===== src/rtl/rf_writeback_arbiter.sv =====
// Write-port front end of the 64-bit x 32 integer register file: merges pipeline and long-latency writebacks.
// Optional RF_WB_PENDING_EN adds read-address pending lookups (RD_ADDR1/2 -> PEND1/2).
module rf_writeback_arbiter #(
  parameter int DEPTH        = 2,
  parameter int STARVE_LIMIT = 4
) (
  input  logic        CLK,
  input  logic        RESET,
  input  logic        P_VALID,
  input  logic [4:0]  P_ADDR,
  input  logic [63:0] P_DATA,
  input  logic        L_VALID,
  output logic        L_READY,
  input  logic [4:0]  L_ADDR,
  input  logic [63:0] L_DATA,
`ifdef RF_WB_PENDING_EN
  input  logic [4:0]  RD_ADDR1,
  input  logic [4:0]  RD_ADDR2,
  output logic        PEND1,
  output logic        PEND2,
`endif
  output logic        STALL,
  output logic        WE,
  output logic [4:0]  WR_ADDR,
  output logic [63:0] WR_DATA
);

  localparam int            AW    = (DEPTH > 1) ? $clog2(DEPTH) : 1;
  localparam logic [AW:0]   FULL  = (AW+1)'(DEPTH);
  localparam logic [3:0]    LIMIT = 4'(STARVE_LIMIT);

  logic [4:0]    q_addr [DEPTH];
  logic [63:0]   q_data [DEPTH];
  logic [AW-1:0] wr_ptr;
  logic [AW-1:0] rd_ptr;
  logic [AW:0]   count;
  logic [3:0]    starve;

  logic          we_q;
  logic [4:0]    addr_q;
  logic [63:0]   data_q;

  logic          pipe_wr;
  logic          accept;
  logic          push;
  logic          pop;
  logic          empty;

  assign empty   = (count == '0);
  // Readiness looks only at the registered count; a pop in the same cycle does not open a slot.
  assign L_READY = (count < FULL);
  assign pipe_wr = P_VALID && (P_ADDR != 5'd0);
  assign accept  = L_VALID && L_READY;
  assign push    = accept && (L_ADDR != 5'd0);
  assign pop     = !pipe_wr && !empty;

  always_ff @(posedge CLK) begin
    if (push) begin
      q_addr[wr_ptr] <= L_ADDR;
      q_data[wr_ptr] <= L_DATA;
    end
  end

  always_ff @(posedge CLK) begin
    if (RESET) begin
      wr_ptr <= '0;
      rd_ptr <= '0;
      count  <= '0;
    end else begin
      if (push) wr_ptr <= wr_ptr + AW'(1);
      if (pop)  rd_ptr <= rd_ptr + AW'(1);
      if (push && !pop)
        count <= count + (AW+1)'(1);
      else if (pop && !push)
        count <= count - (AW+1)'(1);
    end
  end

  // Counts cycles in which queued results lose the port to the pipeline.
  always_ff @(posedge CLK) begin
    if (RESET) begin
      starve <= 4'd0;
    end else if (pop || empty) begin
      starve <= 4'd0;
    end else if (pipe_wr && (starve != 4'hF)) begin
      starve <= starve + 4'd1;
    end
  end

  assign STALL = (starve >= LIMIT);

  always_ff @(posedge CLK) begin
    if (RESET) begin
      we_q   <= 1'b0;
      addr_q <= 5'd0;
      data_q <= 64'd0;
    end else if (pipe_wr) begin
      we_q   <= 1'b1;
      addr_q <= P_ADDR;
      data_q <= P_DATA;
    end else if (pop) begin
      we_q   <= 1'b1;
      addr_q <= q_addr[rd_ptr];
      data_q <= q_data[rd_ptr];
    end else begin
      we_q   <= 1'b0;
    end
  end

  assign WE      = we_q;
  assign WR_ADDR = addr_q;
  assign WR_DATA = data_q;

`ifdef RF_WB_PENDING_EN
  // Per-slot occupancy lets the lookup scan the array without decoding the ring pointers.
  logic [DEPTH-1:0] slot_valid;
  logic             hit1;
  logic             hit2;

  always_ff @(posedge CLK) begin
    if (RESET) begin
      slot_valid <= '0;
    end else begin
      if (pop)  slot_valid[rd_ptr] <= 1'b0;
      if (push) slot_valid[wr_ptr] <= 1'b1;
    end
  end

  always_comb begin
    hit1 = we_q && (addr_q == RD_ADDR1);
    hit2 = we_q && (addr_q == RD_ADDR2);
    for (int i = 0; i < DEPTH; i++) begin
      if (slot_valid[i] && (q_addr[i] == RD_ADDR1)) hit1 = 1'b1;
      if (slot_valid[i] && (q_addr[i] == RD_ADDR2)) hit2 = 1'b1;
    end
  end

  assign PEND1 = (RD_ADDR1 != 5'd0) && hit1;
  assign PEND2 = (RD_ADDR2 != 5'd0) && hit2;
`endif

endmodule


===== config.mk =====
export PLATFORM = sky130hd
export DESIGN_NAME = rf_writeback_arbiter
export DESIGN_NICKNAME = d
export VERILOG_FILES = /design/src/rtl/rf_writeback_arbiter.sv
export SDC_FILE = /design/constraint.sdc
export NUM_CORES = 1
export LEC_CHECK = 0
export ABC_AREA = 1
export CAP_MARGIN = 10
export CORE_ASPECT_RATIO = 0.7
export CORE_MARGIN = 5
export CORE_UTILIZATION = 40
export DETAILED_ROUTE_END_ITERATION = 12
export PLACE_DENSITY = 0.67
export SYNTH_ARGS = -nofsm -noshare
export SYNTH_HDL_FRONTEND = slang
export SYNTH_SLANG_ARGS = --single-unit

===== constraint.sdc =====
create_clock -name CLK -period 6.3 [get_ports CLK]
set_input_delay 1.575 -clock CLK [delete_from_list [all_inputs] [get_ports CLK]]
set_output_delay 1.575 -clock CLK [all_outputs]
set_load 0.01 [all_outputs]

==> results of run 1 <==
Yosys cell counts (2+ instances only):
cell,n
a21boi_0,2
a21oi_1,6
buf_1,5
buf_2,20
buf_4,2
buf_6,6
clkbuf_1,22
dfxtp_1,79
edfxtp_1,138
ha_1,2
inv_1,34
inv_2,5
nand2_1,426
nand2_2,2
nand3_1,150
nand3_2,20
nand3b_1,2
nor2_1,10
nor2_2,3
o21ai_0,7
state kept, by name, indices dropped and copies added (netlist names), named ones only:
| register | flops |
|---|---|
| WE | 1 |
| starve | 4 |
| WR_DATA | 64 |
| WR_ADDR | 5 |
| rd_ptr | 1 |
| count | 2 |
| wr_ptr | 1 |
| q_addr | 10 |
| q_data | 128 |
tightest hold or removal path, stage by stage, from the launching register on:
cell and delay (ps):
dfxtp_1 300, nand3_1 70, nand2_1 50
power groups by stage:
stage	Combinational [mW]	Clock (mW)	Sequential, mW
after floorplan	0.680	0	1.95
after global placement	1.23	0	1.91
after detailed placement	1.24	0	1.91
after CTS	1.24	1.28	1.88
after global routing	1.36	1.32	1.91
final	1.22	1.24	1.88
worst max path at each step:
stage          cells after the start      endpoint
2_1_floorplan                      4  q_addr[0][0]
3_3_place_gp                       7     starve[2]
3_5_place_dp                       7     starve[2]
4_1_cts                            7     starve[2]
5_1_grt                            9    WR_DATA[7]
6_report                           9   WR_DATA[60]
area by class of cell:
class / instances / area (µm²)
Clock inverter: 9 / 62.56
Tap cell: 282 / 352.8
Sequential cell: 217 / 5727
Inverter: 39 / 147.6
Fill cell: 2002 / 9927
Multi-Input combinational cell: 636 / 2809
Timing Repair Buffer: 221 / 2205
Clock buffer: 31 / 615.6
metrics by stage:
step / power, mW / hold slack (ps) / cell area [µm²] / utilization
after floorplan: 2.630 / 462.7 / 8967 / -
after global placement: 3.136 / 459.5 / 11240 / 0.5145
after detailed placement: 3.151 / 463.6 / 11240 / 0.5145
after CTS: 4.403 / 474.7 / 11920 / 0.5456
after global routing: 4.586 / 486.7 / 11920 / 0.5456
final: 4.346 / 469.8 / 11920 / 0.5456
routing by layer:
layer | track usage | up-vias | share of wire
met5 | 0 | - | 0
met1 | 0.2742 | 3268 | 0.49
met2 | 0.2659 | 205 | 0.43
li1 | - | 3493 | -
met3 | 0.03735 | 36 | 0.060
met4 | 0.03681 | 0 | 0.019
logic make-up after synthesis:
kind of cell / Yosys count / share of synthesized area
AO/OA/AOI/OAI: 15 / 0.008929
XOR/XNOR: 2 / 0.001954
adder cells (fa/ha/maj): 2 / 0.002790
buffers and inverters: 95 / 0.04967
flip-flops: 217 / 0.6385
AND/OR/NAND/NOR: 617 / 0.2982
==> impl_metrics.py, run 1 <==
metrics = {
    "power_and_ir_drop": {
        "p_sw_mw": 1.380,
        "p_int_mw": 2.965,
        "vdd_drop_max_v": 0.0002544,
        "seq_power_share": 0.433,
        "power.leakage_nw": 5.044,
        "clkPwrFrac": 0.286,
        "power.share.switching": 0.3176,
        "comb_power_share": 0.281,
        "power_density_nw_per_um2": 364.6,
    },
    "place": {
        "dpl.hpwl_mm": 15.53,
        "routabilityCongestion": 0.7776,
        "place_ws_ps": 1661,
        "dp.cells": 1395,
        "port_buffers": 213,
    },
    "cts": {
        "cts_tree": "done",
        "cts_resized": 0,
        "clk_path_buf_depth": 3,
        "cts_root_buf": "clkbuf_16",
        "htreeDepth": 1,
        "postCtsHoldBufs": 0,
        "cts_made_buffers": 22,
        "clk_pin_slew_ps": 60,
        "insertion_delay_ps": 500,
        "cts_setup_buffers": 0,
        "cts.sinks": 217,
    },
    "sta": {
        "rsz0062_at_grt": "false",
        "tightest_slew_ps": 1127,
        "period_minus_slack_ps": 4071,
        "tns_ps": 0,
        "max_freq_mhz": 245.6,
        "setup_viol": 0,
        "post-route-period-util": 0.6462,
        "setup_ws_ps": 2229,
        "final_hold_viol_count": 0,
        "finalClockSkew_ps": 12.94,
        "slew_headroom": 0.2467,
        "drv_slew": 0,
    },
    "setup_path": {
        "reg2reg_slack_ps": 3980,
        "critPathCaptureType": "flop",
        "slowest_delay_ps": 670,
        "worstPathArrival_ps": 4510,
        "slowest_stage": "buf_4",
        "path_max_fanout": 63,
        "r2r_cells": 6,
        "r2r_end": "q_data[1][12]",
        "path_delay_family": "simple AND/OR/NAND/NOR gates",
        "crit_chain": "clkdlybuf4s50_1, nor2_2, nand3_4, nand2_4, buf_4, nand3_1, nand2_1, nand2_1, nand2_1",
        "start_kind": "input pin",
        "r2r-start": "count[1]",
        "critPathMostFrequentCell": "nand2_1",
        "startpoint": "P_ADDR[4]",
        "path_buf_inv": 2,
        "path_class": "in -> reg",
        "required_ps": 6740,
    },
    "cells_and_area": {
        "final_cell_mix": "426 x nand2_1, 213 x clkdlybuf4s50_1, 150 x nand3_1",
        "fin_cells": 1435,
        "fin_nets": 1281,
        "layout_commonest_cell": "nand2_1",
        "n_antenna_cell": 0,
        "areaGrowthSynthToFinish_pct": 32.91,
        "drive_gt1_frac": 0.06158,
    },
    "floorplanning": {
        "initial_core_util": 0.4105,
        "die_area_um2": 25560,
        "pin_count": 214,
        "fp.dieH_um": 135.3,
        "num_rows": 45,
        "die_w_um": 189.0,
        "core_um2": 21850,
    },
    "worst_hold_path": {
        "hold_path.startpoint": "WR_DATA[49]",
        "hp-class": "reg -> reg",
        "min_path_cells": 2,
        "hold_end": "WR_DATA[49]",
    },
    "logic_synthesis": {
        "yosys_warnings": 0,
        "synth_nets": 1092,
        "synth_cell_types": 27,
        "synth_top_area_frac": 0.4621,
        "synthTopCellsByArea": "edfxtp_1 46%, nand2_1 18%, dfxtp_1 18%",
        "syn_inst": 948,
        "ys_ff_latch": 217,
        "syn_avg_cell_area_um2": 9.459,
        "syn_area_um2": 8967,
        "synth_ff_type": "edfxtp_1",
        "synth_area_leader_cell": "edfxtp_1",
        "ys_seq_area_frac": 0.6385,
        "synthArstFlopShare": 0,
        "synth_edf_count": 138,
    },
    "flow_run": {
        "drv_cap": 0,
    },
    "grt": {
        "antenna_found_initial": 0,
        "grt_overflow": 0,
        "grt_pass1_wl_mm": 36.79,
        "grt_usage": 0.1800,
        "grt_max_degree": 73,
        "grt_pass1_vias": 6474,
    },
    "detailed_routing": {
        "num_vias": 7002,
        "viasPerCell": 4.879,
        "drt_iter0_drc": 389,
        "drt-pass1-iter-count": 4,
        "drt_wl_total_mm": 24.06,
        "routedWlPerCell_um": 16.77,
        "remaining_drc_errors": 0,
        "antenna_left": 0,
    },
    "status": {
        "status": "finished, final reports clean",
    },
}
(Power assumes the default switching activity.)
==> inputs of run 2 (changes only) <==
- clock period: 6.3 -> 3.94 ns (I/O delays scaled with it)
==> impl_metrics.py, run 2 (synthesis results as in run 1) <==
metrics = {
    "status": {
        "status": "finished, final reports clean",
    },
    "sta": {
        "max_freq_mhz": 354.0,
        "slew_headroom": 0.3181,
        "post-route-period-util": 0.7169,
        "final_hold_viol_count": 0,
        "period_minus_slack_ps": 2825,
        "drv_slew": 0,
        "rsz0062_at_grt": "false",
        "holdWs_ps": 468.9,
        "finalClockSkew_ps": 9.737,
        "tns_ps": 0,
        "tightest_slew_ps": 1022,
        "setup_viol": 0,
    },
    "cells_and_area": {
        "largest_reg_flops": 128,
        "finish.utilization": 0.5530,
        "nFillCells": 1923,
        "layout_commonest_cell": "nand2_1",
        "areaGrowthSynthToFinish_pct": 34.71,
        "fin_cells": 1442,
        "drive_gt1_frac": 0.07334,
        "fin_nets": 1287,
        "final_cell_mix": "426 x nand2_1, 213 x clkdlybuf4s50_1, 150 x nand3_1",
        "top_register": "q_data",
    },
    "cts": {
        "postCtsHoldBufs": 0,
        "cts_setup_buffers": 0,
        "clk_path_buf_depth": 3,
        "clk_pin_slew_ps": 60,
        "htreeDepth": 1,
        "cts_tree": "done",
        "insertion_delay_ps": 500,
        "cts_resized": 0,
        "cts_made_buffers": 23,
        "cts.sinks": 217,
        "cts_root_buf": "clkbuf_16",
    },
    "detailed_routing": {
        "viasPerCell": 4.908,
        "num_vias": 7077,
        "remaining_drc_errors": 0,
        "drt_wl_total_mm": 24.61,
        "drt-pass1-iter-count": 6,
        "drt_iter0_drc": 449,
        "routedWlPerCell_um": 17.07,
        "antenna_left": 0,
    },
    "place": {
        "routabilityCongestion": 0.7805,
        "dp.cells": 1400,
        "dpl.hpwl_mm": 16.05,
        "port_buffers": 213,
    },
    "grt": {
        "grt_max_degree": 91,
        "grt_pass1_wl_mm": 38.66,
        "grt_usage": 0.1887,
        "grt_overflow": 0,
        "grt_pass1_vias": 6782,
        "antenna_found_initial": 1,
    },
    "flow_run": {
        "drv_cap": 0,
    },
    "setup_path": {
        "path_class": "in -> reg",
        "required_ps": 4350,
        "reg2reg_slack_ps": 2010,
        "path_max_fanout": 28,
        "r2r_end": "WR_ADDR[2]",
        "critPathCaptureType": "flop",
        "r2r_cells": 8,
        "worstPathArrival_ps": 3230,
        "start_kind": "input pin",
    },
    "floorplanning": {
        "core_um2": 21850,
        "pin_count": 214,
        "die_area_um2": 25560,
        "num_rows": 45,
        "fp.dieH_um": 135.3,
        "initial_core_util": 0.4105,
        "die_w_um": 189.0,
    },
    "power_and_ir_drop": {
        "power_density_nw_per_um2": 599.6,
        "finalPower_mw": 7.244,
        "power.leakage_nw": 5.131,
        "vdd_drop_max_v": 0.0003665,
    },
    "worst_hold_path": {
        "min_path_cells": 2,
        "hold_path.startpoint": "WR_DATA[51]",
        "hp-class": "reg -> reg",
        "hold_end": "WR_DATA[51]",
    },
}
## run 2: cell count changes in the layout (fill, tap and decap cells not counted), sizes merged
cell and change:
buf +5, bufinv +4, clkbuf -5, clkinv +1, clkinvlp +1, diode +1
## run 2: final cells by class
class | count | area (µm²) | area share
multi-input cells | 636 | 2809 | 0.2325
diodes | 1 | 2.502 | 0.0002071
inverters | 39 | 147.6 | 0.01222
repair buffers | 226 | 2255 | 0.1866
clock buffers | 26 | 586.8 | 0.04858
flip-flops and latches | 217 | 5727 | 0.4741
clock inverters | 15 | 200.2 | 0.01657
well taps | 282 | 352.8 | 0.02921
## run 2: routing by layer
layer / track usage / part of all wire / up-vias
li1: - / - / 3508
met1: 0.2864 / 0.48 / 3319
met2: 0.2822 / 0.43 / 224
met3: 0.03864 / 0.070 / 26
met4: 0.03519 / 0.014 / 0
met5: 0 / 0 / -
## run 2: worst max-delay path, cell delays in order
cell             delay (ps)
clkdlybuf4s50_1         500
inv_1                    90
nand3_4                 100
nand2_4                 200
nor2_1                  840
nand2_1                 290
nor3_1                  220
## run 2: how the worst max path moves through the flow
stage / from / endpoint / slack [ps] / cells past startpoint
after global placement: P_ADDR[0] / starve[2] / 670 / 7
after detailed placement: P_ADDR[0] / starve[2] / 590 / 7
after CTS: P_ADDR[0] / starve[2] / 1120 / 7
after global routing: P_ADDR[1] / starve[2] / 900 / 7
final: P_ADDR[0] / starve[2] / 1120 / 7
after floorplan: L_ADDR[3] / q_addr[0][0] / 540 / 4
## run 2: report_power, final
part / switching, mW / leakage [nW] / internal, mW
logic: 1.23 / 2.81 / 0.743
clock network: 0.873 / 0.388 / 1.40
registers: 0.146 / 1.94 / 2.86
total: 2.25 / 5.13 / 5.00
## run 2: metrics by stage
stage / setup slack, ps / instance area (µm²)
3_3_place_gp: 669.9 / 11290
4_1_cts: 1116 / 12080
6_report: 1115 / 12080
2_1_floorplan: 537.9 / 8970
3_5_place_dp: 594.8 / 11290
5_1_grt: 897.0 / 12080
==> RTL edit 1 (settings of run 1) <==
Change the parameter `DEPTH` from 2 to 4.
--- a/src/rtl/rf_writeback_arbiter.sv
+++ b/src/rtl/rf_writeback_arbiter.sv
@@ -3,3 +3,3 @@
 module rf_writeback_arbiter #(
-  parameter int DEPTH        = 2,
+  parameter int DEPTH        = 4,
   parameter int STARVE_LIMIT = 4
Function: changed (a bounded check fails within 4 cycles, from zero or initial values and one cycle with RESET high).
==> RTL edit 1 against run 1 <==
Synthesized area up 75%; cell area up 63%; sequential cell count up 142; worst setup slack better by 0.51 ns; wire length up 62%; total power up 61%; cell count up 71%; global-route usage down 0.30 points; highest routed layer is now met5.
==> RTL edit 1: results (changes against run 1) <==
- Status: finished clean
- 1st-iter DRT viols: 801 (+110%)
- Syn nets: 1,859 (+70%)
- Setup WS pre-CTS: 2.20 ns (+0.540 ns)
- Top Layer Used: met5
- FILL cells: 3,505 (+75%)
- Metal3 WL: 2.16 mm (+51%)
- Number of global-route vias before repair: 11,200 (+72%)
- CTS H-tree depth: 2 (+1)
- M2 GR Usage: 28.8% (+2.3 points)
- Antenna violations before repair: 7 (+7)
- CP Max Fanout: 8 (-87%)
- Routed wl met2: 18.3 mm (+76%)
- Commonest cells in the netlist: nand2_1 (430), inv_1 (337), nand3_1 (311)
- Register area share after synthesis: 63.4% (-0.42 points)
- Clock Skew: 0.0109 ns (-0.00207 ns)
- Leak: 8.67 nW (+72%)
- Detail Placement HPWL: 24.3 mm (+57%)
- Max VDD drop: 0.265 mV (+4.0%)
- Gr usage total: 17.7% (-0.30 points)
- Post-synth cell types: 21 (-22%)
- Ys Warns: 0 (unchanged)
- Commonest register cell after synthesis: edfxtp_1
- Wl on met1: 17.4 mm (+48%)
- Max reg flops: 256 (+100%)
- Slew @ Worst Pin: 0.943 ns (-0.185 ns)
- P_int: 4.79 mW (+61%)
- Via/cell ratio: 4.70 (-3.8%)
- Post-DP Area: 18,300 um^2 (+62%)
- Area contributors post-synth: edfxtp_1 (53%), dfxtp_1 (11%), nand2_1 (10%)
- CP delay by family, top: buffers and inverters
- Post-synth EDFFs: 276 (+100%)
- CTS buffer count: 37 (+68%)
- RePlAce Congestion: 0.760 (-2.3%)
- First-pass GRT wire length: 61.2 mm (+66%)
- Drt pass-1 iters: 5 (+1)
- Seq pwr: 3.05 mW (+62%)
- Skew-Pair Late Insertion Delay: 0.52 ns (+0.02 ns)
- Share of cells above drive strength 1: 5.78% (-0.37 points)
- Max incr delay on CP: 0.56 ns (-0.11 ns)
- Routed WL: 39.0 mm (+62%)
- Largest net degree at the start of global routing: 89 (+22%)
- CP max-delay cell: clkdlybuf4s50_1
- Clk pwr share: 29.4% (+0.8 points)
- Global routing usage on met1: 23.9% (-3.5 points)
==> RTL edit 1: cell count changes after synthesis, sizes merged, moves of 4 or more <==
cell    delta
nand3    +140
clkbuf    +23
inv      +299
dfxtp      +4
edfxtp   +138
ha         +4
buf       +11
o21ai     +25
nor2      +84
or2       +27
==> RTL edit 1: final cells by class <==
class	count	area, um^2	share of cell area [%]
inverter	339	1270	6.56
sequential	359	9950	51.3
clock inverter	9	45.0	0.232
antenna	1	2.50	0.0129
multi-input combinational	922	4110	21.2
timing repair buffer	231	2260	11.7
clock buffer	59	1100	5.67
tap	527	659	3.40
==> RTL edit 1: kinds of logic after synthesis <==
logic type               Yosys count  share of synthesized area [%]
flip-flops                       359                           63.4
buffers and inverters            429                           10.6
AO/OA/AOI/OAI                     41                           1.31
AND/OR/NAND/NOR                  872                           23.9
XOR/XNOR                           2                          0.112
adder cells (fa/ha/maj)            7                          0.606
==> RTL edit 1: per-stage QoR <==
step | power, mW | hold slack (ns) | instances
finish | 7.00 | 0.491 | 2447
global route | 7.42 | 0.520 | 2447
CTS | 7.08 | 0.496 | 2446
detailed placement | 5.00 | 0.488 | 2378
global placement | 4.96 | 0.477 | 2378
floorplan | 4.25 | 0.457 | 1710
==> RTL edit 1: path summary, 6_finish.rpt <==
| kind | to | cells after the start | startpoint | slack [ns] |
|---|---|---|---|---|
| min reg2reg | starve[0]$_SDFFE_PP0P_ | 2 | starve[0]$_SDFFE_PP0P_ | 0.49 |
| max | count[2]$_SDFFE_PP0P_ | 12 | L_ADDR[2] | 2.74 |
| min | starve[0]$_SDFFE_PP0P_ | 2 | starve[0]$_SDFFE_PP0P_ | 0.49 |
| max reg2reg | WR_DATA[27]$_SDFFE_PP0P_ | 9 | flip-flop | 3.06 |
==> RTL edit 2 (settings of run 1) <==
Without the edit above. The option `RF_WB_PENDING_EN` is turned on by a define.
--- a/src/rtl/rf_writeback_arbiter.sv
+++ b/src/rtl/rf_writeback_arbiter.sv
@@ -2,2 +2,4 @@
 // Optional RF_WB_PENDING_EN adds read-address pending lookups (RD_ADDR1/2 -> PEND1/2).
+`define RF_WB_PENDING_EN
+
 module rf_writeback_arbiter #(
Interface: changed (added PEND1, PEND2, RD_ADDR1 and RD_ADDR2); port bits go from 214 to 226. The function was not compared with the original's and may differ.
==> RTL edit 2 against run 1 <==
Worst setup slack got worse by 0.84 ns; synthesized area grew 7.5%; total power grew 5.6%; wire length grew 16%; sequential share of layout area down 3.3 points; cell area increased by 8.2%; sequential cell count grew 2; clock power up 16%.
==> RTL edit 2: results (changes against run 1) <==
- CP Max Fanout: 6 (-90%)
- Port bufs: 225 (+5.6%)
- Area contributors post-synth: edfxtp_1 (43%), dfxtp_1 (17%), nand2_1 (16%)
- Worst Hold Class: reg -> reg
- Status: finished clean
- Largest reg by FF count: q_data
- Largest net degree at the start of global routing: 76 (+4.1%)
- Clock Skew: 0.0186 ns (+0.00565 ns)
- Max reg flops: 128 (unchanged)
- Drt pass-1 iters: 5 (+1)
- CTS H-tree depth: 1 (unchanged)
- Routed WL per cell: 16.6 um (-0.82%)
- Relative slew slack: 27.0% (+2.3 points)
- Postcts setup bufs: 0 (unchanged)
- Crit. Startpoint: RD_ADDR2[3]
- Fin nets: 1,497 (+17%)
- FILL cells: 2,149 (+7.3%)
- Commonest register cell after synthesis: edfxtp_1
- Clock root cell: clkbuf_16
- 1st-iter DRT viols: 527 (+35%)
- Post-synth ARST share: 0% (unchanged)
- Via Count: 8,152 (+16%)
- Detail Placement HPWL: 18.1 mm (+17%)
- Post-CTS sizing: 0 (unchanged)
- Skew-Pair Late Insertion Delay: 0.50 ns (about the same)
- Register area share after synthesis: 59.8% (-4.0 points)
- Leak: 5.38 nW (+6.7%)
- Routed WL: 27.9 mm (+16%)
- Syn nets: 1,295 (+19%)
- Grt ovf: 0 (unchanged)
- Post-synth EDFFs: 138 (unchanged)
- Compound-cell area share of the yosys netlist: 3.73% (+2.8 points)
- Commonest cells in the netlist: nand2_1 (404), nor2_1 (156), edfxtp_1 (138)
- Placed instance count: 1,635 (+17%)
- RePlAce Congestion: 0.812 (+4.5%)
- Mux cell area share after synthesis: 0% (unchanged)
- Hold Crit Start: WR_DATA[9]$_SDFFE_PP0P_
- CTS buffer count: 23 (+4.5%)
- Worst-path clk slew: 0.06 ns (about the same)
- Share of cells above drive strength 1: 5.07% (-1.1 points)
- Ant diodes: 0 (unchanged)
- Dominant combinational cell family by area after synthesis: simple AND/OR/NAND/NOR gates
- First-pass GRT wire length: 43.6 mm (+18%)
- Synth Area in XOR/XNOR: 0.0909% (-0.10 points)
- Synth Area in Adders: 0.260% (-0.019 points)
- Critical Path AT: 3.33 ns (-1.18 ns)
- Gr usage total: 19.8% (+1.8 points)
- Max VDD drop: 0.273 mV (+7.2%)
- Antenna violations before repair: 1 (+1)
- Post-synth cell types: 27 (unchanged)
- Ys Warns: 0 (unchanged)
- Clock Path Buffers: 3 (unchanged)
- Post-synthesis cell count: 1,141 (+20%)
- Number of global-route vias before repair: 7,831 (+21%)
## RTL edit 2: cell types whose count changed in the layout (fill, tap and decap cells not counted), sizes merged, moves of 4 or more
cell,run 1,this run
inv,38,96
clkbuf,31,27
nand2,429,407
a21oi,6,51
nor2,13,157
nand3,171,125
clkdlybuf4s50,213,223
o21ai,7,17
## RTL edit 2: path summary, 6_finish.rpt
| path | end | slack (ns) | cells past startpoint |
|---|---|---|---|
| worst min-delay path | WR_DATA[9]$_SDFFE_PP0P_ | 0.48 | 2 |
| worst min register to register | WR_DATA[9]$_SDFFE_PP0P_ | 0.48 | 2 |
| worst max register to register | WR_DATA[33]$_SDFFE_PP0P_ | 3.78 | 8 |
| worst max-delay path | PEND2 | 1.39 | 10 |
## RTL edit 2: area by class of cell
cell class / instances / area, um^2 / area share, %
Sequential cell: 219 / 5770 / 44.7
Timing Repair Buffer: 234 / 2330 / 18.1
Inverter: 96 / 363 / 2.81
Clock buffer: 27 / 621 / 4.81
Clock inverter: 15 / 191 / 1.48
Multi-Input combinational cell: 769 / 3230 / 25.0
Tap cell: 318 / 398 / 3.08
## RTL edit 2: worst max-delay path, stage by stage
cell and delay, ns:
clkdlybuf4s50_1 0.62, inv_1 0.09, nand2_1 0.07, nand2_1 0.05, nor2_1 0.13, nand3_1 0.09
nand3_1 0.09, nand2_1 0.06, inv_1 0.04, clkdlybuf4s50_1 0.53
## RTL edit 2: stage by stage
stage	worst slack (ns)	total power [mW]	hold slack, ns	instance area, um^2
final	1.39	4.59	0.483	12900
after detailed placement	1.38	3.19	0.469	12100
after CTS	1.38	4.64	0.485	12900
after global routing	1.23	4.86	0.527	12900
after floorplan	2.66	2.65	0.452	9640
after global placement	1.39	3.17	0.468	12100
## RTL edit 2: per-layer routing
layer / up-vias / wire length [um] / track usage [%]
li1: 4059 / - / -
met1: 3801 / 13600 / 29.4
met2: 259 / 11800 / 29.8
met3: 31 / 2110 / 4.78
met4: 2 / 365 / 3.34
met5: - / 13 / 0
## RTL edit 2: kinds of logic (layout without fill, tap and decap cells)
group           count (synthesis)  in the layout
simple gates                  697            697
buf+inv                       153            372
compound gates                 69             69
fa+ha+maj                       2              2
xor+xnor                        1              1
flops                         219            219
## RTL edit 2: report_power, final
group / total [mW] / switching [mW] / leakage (nW) / internal [mW]
sequential: 1.93 / 0.149 / 1.95 / 1.78
clock: 1.44 / 0.566 / 0.391 / 0.874
combinational: 1.22 / 0.742 / 3.04 / 0.478
